--- src/rtl/alu_bcd_display.sv ---
// alu_bcd_display: serial double-dabble conversion of an 8-bit result shown on a 4-digit multiplexed 7-seg display
module alu_bcd_display #(
   parameter int SCAN_DIV = 100_000
) (
   input  logic        clk,
   input  logic        rst,
   input  logic [7:0]  result,
   output logic [11:0] bcd_out,
   output logic        bcd_valid,
   output logic        busy,
   output logic        conv_done,
   output logic [3:0]  an,
   output logic [6:0]  seg,
   output logic        dp
);
   localparam int CW = $clog2(SCAN_DIV);
   typedef enum logic [1:0] {IDLE, SHIFT, DONE} state_t;
   state_t state_q, state_d;
   logic [7:0] shadow_q, shadow_d, shift_q, shift_d;
   logic [11:0] scratch_q, scratch_d, bcd_q, bcd_d, adj;
   logic [2:0] bitcnt_q, bitcnt_d;
   logic pending_q, pending_d, valid_q, valid_d;
   logic [CW-1:0] cnt_q, cnt_d;
   logic [1:0] idx_q, idx_d;
   logic [3:0] an_q, an_d, digit;
   logic [6:0] seg_q, seg_d;
   logic blank;

   function automatic logic [3:0] add3(input logic [3:0] n);
      return n >= 4'd5 ? n + 4'd3 : n;
   endfunction

   function automatic logic [6:0] seg_code(input logic [3:0] d);
      case (d)
         4'd0: return 7'b1000000;
         4'd1: return 7'b1111001;
         4'd2: return 7'b0100100;
         4'd3: return 7'b0110000;
         4'd4: return 7'b0011001;
         4'd5: return 7'b0010010;
         4'd6: return 7'b0000010;
         4'd7: return 7'b1111000;
         4'd8: return 7'b0000000;
         4'd9: return 7'b0010000;
         default: return 7'b1111111;
      endcase
   endfunction

   assign adj = {add3(scratch_q[11:8]), add3(scratch_q[7:4]), add3(scratch_q[3:0])};

   // conversion FSM: capture on change or pending, eight shift-add steps, then publish
   always_comb begin
      state_d = state_q;
      shadow_d = shadow_q;
      shift_d = shift_q;
      scratch_d = scratch_q;
      bitcnt_d = bitcnt_q;
      pending_d = pending_q;
      bcd_d = bcd_q;
      valid_d = valid_q;
      case (state_q)
         IDLE: if (result != shadow_q || pending_q) begin
            shadow_d = result;
            shift_d = result;
            scratch_d = '0;
            bitcnt_d = '0;
            pending_d = 1'b0;
            state_d = SHIFT;
         end
         SHIFT: begin
            scratch_d = {adj[10:0], shift_q[7]};
            shift_d = {shift_q[6:0], 1'b0};
            bitcnt_d = bitcnt_q + 3'd1;
            state_d = bitcnt_q == 3'd7 ? DONE : SHIFT;
         end
         DONE: begin
            bcd_d = scratch_q;
            valid_d = 1'b1;
            state_d = IDLE;
         end
         default: state_d = IDLE;
      endcase
   end

   // scan timing and registered anode/segment drive, fed only from the published digits
   always_comb begin
      cnt_d = cnt_q == CW'(SCAN_DIV - 1) ? '0 : cnt_q + CW'(1);
      idx_d = cnt_q == CW'(SCAN_DIV - 1) ? idx_q + 2'd1 : idx_q;
      digit = idx_q == 2'd0 ? bcd_q[3:0] : idx_q == 2'd1 ? bcd_q[7:4] : bcd_q[11:8];
      blank = !valid_q || idx_q == 2'd3 || (idx_q == 2'd1 && bcd_q[11:4] == 8'h00)
              || (idx_q == 2'd2 && bcd_q[11:8] == 4'h0);
      an_d = blank ? 4'b1111 : ~(4'b0001 << idx_q);
      seg_d = blank ? 7'b1111111 : seg_code(digit);
   end

   // state registers with asynchronous reset
   always_ff @(posedge clk or posedge rst) begin
      if (rst) begin
         state_q <= IDLE;
         shadow_q <= '0;
         shift_q <= '0;
         scratch_q <= '0;
         bitcnt_q <= '0;
         pending_q <= 1'b1;
         bcd_q <= '0;
         valid_q <= 1'b0;
         cnt_q <= '0;
         idx_q <= '0;
         an_q <= 4'b1111;
         seg_q <= 7'b1111111;
      end else begin
         state_q <= state_d;
         shadow_q <= shadow_d;
         shift_q <= shift_d;
         scratch_q <= scratch_d;
         bitcnt_q <= bitcnt_d;
         pending_q <= pending_d;
         bcd_q <= bcd_d;
         valid_q <= valid_d;
         cnt_q <= cnt_d;
         idx_q <= idx_d;
         an_q <= an_d;
         seg_q <= seg_d;
      end
   end

   assign bcd_out = bcd_q;
   assign bcd_valid = valid_q;
   assign busy = state_q != IDLE;
   assign conv_done = state_q == DONE;
   assign an = an_q;
   assign seg = seg_q;
   assign dp = 1'b1;
endmodule
--- config.mk ---
export PLATFORM = sky130hd
export DESIGN_NAME = alu_bcd_display
export DESIGN_NICKNAME = d
export VERILOG_FILES = /design/src/rtl/alu_bcd_display.sv
export SDC_FILE = /design/constraint.sdc
export NUM_CORES = 1
export LEC_CHECK = 0
export ABC_AREA = 1
export CAP_MARGIN = 20
export CORE_MARGIN = 4
export CORE_UTILIZATION = 30
export CTS_CLUSTER_SIZE = 20
export DETAILED_ROUTE_END_ITERATION = 12
export PLACE_DENSITY = 0.51
export SYNTH_ARGS = -nofsm -noshare
export SYNTH_HDL_FRONTEND = slang
export SYNTH_SLANG_ARGS = --single-unit
--- constraint.sdc ---
create_clock -name clk -period 2.1 [get_ports clk]
set_input_delay 0.21 -clock clk [delete_from_list [all_inputs] [get_ports clk]]
set_output_delay 0.21 -clock clk [all_outputs]
set_load 0.01 [all_outputs]
==> run metrics, run 1 <==
Post-CTS Setup Bufs=0; Pleak=2.38 nW; CTS tree=yes; final critical-path setup slack=0.206 ns; Cell Area, Synth=4010 um2; Final Skew=0.00709 ns; post-synth top area share=0.405; GPL Wtd Cong=between 0.8 and 0.9; fill count=1322; global route overflow=0; Die Area=between 15000 and 20000 um2; wire per inst=11.6 um; io pins=37; Tcrit/Tclk final=0.902; vias in the first global route=2970; synthesized instance count=488; Die Wd=124 um; pin count of the biggest net entering global routing=36; Placed Area=~4600 um2; Ys Warns=0; initial cell density of the core=0.312; Placeable Area=around 13000 um2; post-synthesis register bit count=77; initial antenna violation count=0; first-pass GRT wire length=between 10000 and 15000 um; clk buf depth=2; Area contributors post-synth=dfrtp_1, nand2_1, dfstp_2; EDFF count, synth=0; fmax=528 MHz; post-layout min period=1.89 ns; via count=3107; data arrival time of the worst path=2.17 ns; design area=4890 um2; critical path type=flip-flop to flip-flop; clock transition at the registers of the reported paths=0.06 ns; clk_lat worst skew=0.34 ns; DP HPWL=6070 um; utilization after layout=0.380; Detailed Route Iter0 Violations=158; Max-slew headroom=0.633; number of max-cap violations=0; Worst Tran Pin Value=0.549 ns; Synth area leader=dfrtp_1; outcome=complete, no violations; CTS Buf Count=9; first-pass detailed-route iteration total=4; Root Buffer=clkbuf_16; post-DR vias/cell=4.40; placed insts=690; floorplan row count=41; CTS sink cnt=77; area delta synth->final=21.9%; final hold slack=0.257 ns; Synth cell types=36; All-Layer GR Usage=0.118; ys flop type=dfrtp_1; Routed WL=a little over 8000 um; # setup viols final=0; Final Total Pwr=6.17 mW; Final ANT Viol Nets=0; nets@finish=553; Die Ht=124 um; H-tree depth=3; Hold Violations, Final=0; final non-filler cell total=706; Critical Path Start Type=flip-flop; Seq/Total Area, Yosys=0.484; power per cell area=between 1000 and 1500 nW/um2; Port Buffers=35; ys async rst share=1.00; DRC=0; Req. time, crit path=2.37 ns; RSZ-0062 raised after global routing=no; worst hold-check path type=primary input to async pin; Setup WS pre-CTS=roughly 0.18 ns; maximum VDD drop=525 uV; share of cells above drive strength 1=0.112; total negative slack=0 ns; n_diodes=0; Max Slew Vio Count=0; CP Max Fanout=6; critical path capture point type=flip-flop; Avg Cell Area, Syn=8.23 um2
==> synthesized netlist by cell type, types with 4 or more instances <==
library cell,number
nand2_1,125
inv_1,73
dfrtp_1,65
o21ai_0,50
nand3_1,39
nor2_1,31
ha_1,14
dfstp_2,12
a21oi_1,11
xor2_1,11
buf_4,5
nor3_1,5
clkbuf_1,4
nand4_1,4
==> cells in the final DEF (no fill, tap or decap), types with 4 or more instances in the layout <==
cell / synthesis / routed
nand2_1: 125 / 125
inv_1: 73 / 72
dfrtp_1: 65 / 65
o21ai_0: 50 / 50
nand3_1: 39 / 39
clkdlybuf4s50_1: 0 / 35
nor2_1: 31 / 31
ha_1: 14 / 13
dfstp_2: 12 / 12
a21oi_1: 11 / 11
xor2_1: 11 / 11
clkbuf_16: 0 / 9
nor3_1: 5 / 5
nand4_1: 4 / 4
clkbuf_8: 0 / 4
buf_4: 5 / 4
==> final timing paths <==
| kind | startpoint | end | slack [ns] | depth (start not counted) |
|---|---|---|---|---|
| min reg2reg | cnt_q[0]$_DFF_PP0_ | cnt_q[0]$_DFF_PP0_ | 0.49 | 1 |
| min in group clk | cnt_q[0]$_DFF_PP0_ | cnt_q[0]$_DFF_PP0_ | 0.49 | 1 |
| max | idx_q[0]$_DFFE_PP0N_ | seg[3]$_DFF_PP1_ | 0.21 | 9 |
| max reg2reg | idx_q[0]$_DFFE_PP0N_ | seg[3]$_DFF_PP1_ | 0.21 | 9 |
| max in group asynchronous | rst | an[3]$_DFF_PP1_ | 1.25 | 3 |
| min | rst | bcd_valid$_DFFE_PP0P_ | 0.26 | 2 |
==> worst max-delay path, cell delays in order (launching register included) <==
cell and delay [ns]:
dfrtp_1 0.42, inv_1 0.12, ha_1 0.26, inv_2 0.11, o21ai_2 0.22, inv_1 0.10
ha_1 0.31, o21ai_0 0.17, nand2_1 0.07, nand2_1 0.06
==> flip-flops by register name, indices dropped and copies added (netlist names) <==
name and cells:
an 4, bcd_out 12, bcd_valid 1, bitcnt_q 3
cnt_q 17, idx_q 2, pending_q 1, scratch_q 12
seg 7, shadow_q 8, shift_q 8, state_q 2
==> metal layers <==
metal,vias up,track usage,share of wire
li1,1625,-,-
met1,1431,0.159,0.49
met2,44,0.179,0.45
met3,7,0.0445,0.044
met4,0,0.0311,0.011
met5,-,0,0
==> report_power, final <==
group,leakage (nW),internal (mW),total [mW],switching [mW]
registers,0.943,2.00,2.35,0.347
clock network,0.143,0.931,1.50,0.573
logic,1.29,0.996,2.32,1.32
total,2.38,3.93,6.17,2.24
==> kinds of logic after synthesis <==
| logic type | Yosys count | share of synthesized area |
|---|---|---|
| compound gates | 74 | 0.104 |
| flops | 77 | 0.484 |
| other cells | 1 | 0.000934 |
| simple gates | 222 | 0.253 |
| fa+ha+maj | 14 | 0.0436 |
| xor+xnor | 11 | 0.0240 |
| buf+inv | 89 | 0.0904 |
==> cell type report <==
class / instances / area [um2] / share of cell area
clock buffer: 16 / 292 / 0.0596
inverter: 76 / 289 / 0.0591
multi-input combinational: 323 / 1720 / 0.351
sequential: 77 / 1940 / 0.397
tap: 172 / 215 / 0.0440
timing repair buffer: 42 / 440 / 0.0900
==> what timing repair did <==
action / CTS / global route
hold buffers: 0 / 0
gates resized for setup: 0 / 1
setup endpoints to repair: 0 / 1
hold endpoints to repair: 0 / 0
(Power assumes the default switching activity.)
==> inputs of run 2 (changes only) <==
--- a/config.mk
+++ b/config.mk
@@ -8,10 +8,11 @@
 export ABC_AREA = 1
 export CAP_MARGIN = 20
 export CORE_MARGIN = 4
-export CORE_UTILIZATION = 30
+export CORE_UTILIZATION = 45
 export CTS_CLUSTER_SIZE = 20
 export DETAILED_ROUTE_END_ITERATION = 12
-export PLACE_DENSITY = 0.51
+export GPL_TIMING_DRIVEN = 0
+export PLACE_DENSITY = 0.69
 export SYNTH_ARGS = -nofsm -noshare
 export SYNTH_HDL_FRONTEND = slang
 export SYNTH_SLANG_ARGS = --single-unit
==> run 2 against run 1 <==
Sequential share of layout area rose by 1.1 points. Sequential cell count unchanged. Non-clock buffer count increased by 8. Sequential power about the same. Via count grew 5.1%. Power is 3.6% lower. Global-route usage grew 5.0 points. Setup slack worse by 0.030 ns. Clock-buffer cell count decreased by 7. Worst hold slack worse by 0.037 ns. Wire length is 1.0% lower. Largest cell class unchanged. Largest power group is now combinational logic.
==> run metrics, run 2 (same netlist as run 1, synthesis figures left out) <==
global route overflow=0; All-Layer GR Usage=0.168; first-pass detailed-route iteration total=5; Biggest register=cnt_q; most common cell after layout, fill and taps aside=nand2_1; total negative slack=0 ns; Routed WL=slightly above 8000 um; Buf+Inv Stages, Crit Path=4; wire per inst=12.5 um; RSZ-0062 raised after global routing=no; Hold Violations, Final=0; Die Area=10500 um2; critical path type=flip-flop to flip-flop; Multi-input gate area=about 1700 um2; Die Ht=between 100 and 150 um; outcome=complete, no violations; max FFs per register=17; Max Slew Vio Count=0; area delta synth->final=18.8%; critical path capture point type=flip-flop; Slowest-stage cell, CP=dfrtp_1; hold buffers post-CTS=0; worst reg-to-reg setup slack=between 0.15 and 0.2 ns; io pins=37; utilization after layout=0.547; clock transition at the registers of the reported paths=0.08 ns; crit path cell chain=inv_1 -> ha_1 -> buf_4 -> inv_1 -> nand2_1 -> nand2_1 -> o21ai_2 -> inv_1 -> ha_1 -> o21ai_0 -> nand2_1 -> nand2_1; Port Buffers=35; DP HPWL=6110 um; n_diodes=0; fmax=520 MHz; via count=between 3000 and 4000; FF-to-FF Start=idx_q[1]$_DFFE_PP0N_; Worst Tran Pin Value=0.510 ns; initial cell density of the core=0.460; Detailed Route Iter0 Violations=118; number of max-cap violations=0; Final Skew=0.00670 ns; share of cells above drive strength 1=0.124; crit-path leading delay family=adder cells; Final ANT Viol Nets=0; data arrival time of the worst path=2.22 ns; GPL Wtd Cong=approximately 0.89; crit-path max cell delay=0.42 ns; Placeable Area=8720 um2; vias in the first global route=3086; Pleak=2.36 nW; worst r2r path cells=12; maximum VDD drop=548 uV; DRC=0; CTS sink cnt=77; CP Max Fanout=8; CTS Buf Count=9; Root Buffer=clkbuf_8; Tcrit/Tclk final=0.916; # setup viols final=0; worst hold-check path type=primary input to async pin; final hold slack=about 0.22 ns; first-pass GRT wire length=13900 um; clk_lat worst skew=approximately 0.35 ns; most frequent cells in the layout=nand2_1, inv_1, dfrtp_1, o21ai_0, nand3_1; nets@finish=about 560; Most Frequent Cell on Critical Path=nand2_1; post-layout min period=1.92 ns; Max-slew headroom=0.660; reg2reg end=seg[3]$_DFF_PP1_; clk buf depth=2; initial antenna violation count=0; floorplan row count=34; CTS tree=yes; post-DR vias/cell=5.02; Req. time, crit path=2.39 ns; fill count=783; Die Wd=slightly above 100 um; Critical Path Start Type=flip-flop; Sequential Area=about 1900 um2; H-tree depth=3; pin count of the biggest net entering global routing=31; power per cell area=1250 nW/um2
-- run 2: changes by cell type in the layout (fill, tap and decap cells not counted), sizes merged --
cell	delta
buf	+5
clkbuf	-4
clkinv	+3
bufinv	+2
clkinvlp	+2
-- run 2: how the worst max path moves through the flow --
stage	startpoint	end	slack, ns	cells past startpoint
CTS	state_q[0]$_DFFE_PP0P_	conv_done	0.09	4
detailed placement	idx_q[1]$_DFFE_PP0N_	seg[3]$_DFF_PP1_	0.16	11
finish	idx_q[1]$_DFFE_PP0N_	seg[3]$_DFF_PP1_	0.18	12
global route	idx_q[1]$_DFFE_PP0N_	seg[3]$_DFF_PP1_	0.02	12
global placement	rst	cnt_q[1]$_DFF_PP0_	0.12	2
floorplan	idx_q[1]$_DFFE_PP0N_	seg[3]$_DFF_PP1_	0.36	11
-- run 2: per-stage QoR --
stage	instance area, um2	setup slack (ns)	cells	power [mW]
2_1_floorplan	4020	0.364	489	3.94
3_3_place_gp	4510	0.119	632	4.66
3_5_place_dp	4550	0.160	634	4.78
4_1_cts	4760	0.0923	649	6.02
5_1_grt	4770	0.0235	650	6.50
6_report	4770	0.176	650	5.95
-- run 2: timing repair --
action / 4_1_cts / 5_1_grt
gates resized for setup: 0 / 2
pin swaps: 0 / 0
endpoints found under the hold margin: 0 / 0
setup buffers: 0 / 1
gates cloned: 0 / 0
endpoints found under the setup margin: 1 / 2
-- run 2: area by class of cell --
class	count	share of cell area
inverters	76	0.0606
clock inverters	7	0.0189
flip-flops and latches	77	0.407
plain buffers	12	0.0155
repair buffers	38	0.0835
clock buffers	9	0.0260
well taps	108	0.0283
multi-input cells	323	0.360
-- run 2: worst reg2reg max path, delay by kind of cell (launching register included) --
family,cells,cell delay (ns)
buffers and inverters,4,0.39
adders and majority gates,2,0.43
DFF,1,0.42
and+or+nand+nor,4,0.27
AOI/OAI and AO/OA,2,0.36
-- run 2: per-layer routing --
layer | track usage | up-vias | wire, um
met2 | 0.281 | 83 | 3950
met4 | 0.0585 | 0 | 115
met5 | 0 | - | 0
li1 | - | 1641 | -
met3 | 0.0375 | 10 | 409
met1 | 0.215 | 1532 | 3630
-- run 2: power breakdown --
part,internal (mW),total (mW),switching (mW)
logic,1.01,2.37,1.37
registers,2.00,2.36,0.363
clock network,0.663,1.22,0.554
==> inputs of run 3 (changes only) <==
--- a/config.mk
+++ b/config.mk
@@ -6,6 +6,7 @@
 export NUM_CORES = 1
 export LEC_CHECK = 0
 export ABC_AREA = 1
+export ABC_CLOCK_PERIOD_IN_PS = 2100
 export CAP_MARGIN = 20
 export CORE_MARGIN = 4
 export CORE_UTILIZATION = 45
==> results of run 3 <==
Same layout as run 2: the final DEF is identical, and so are final timing and power.
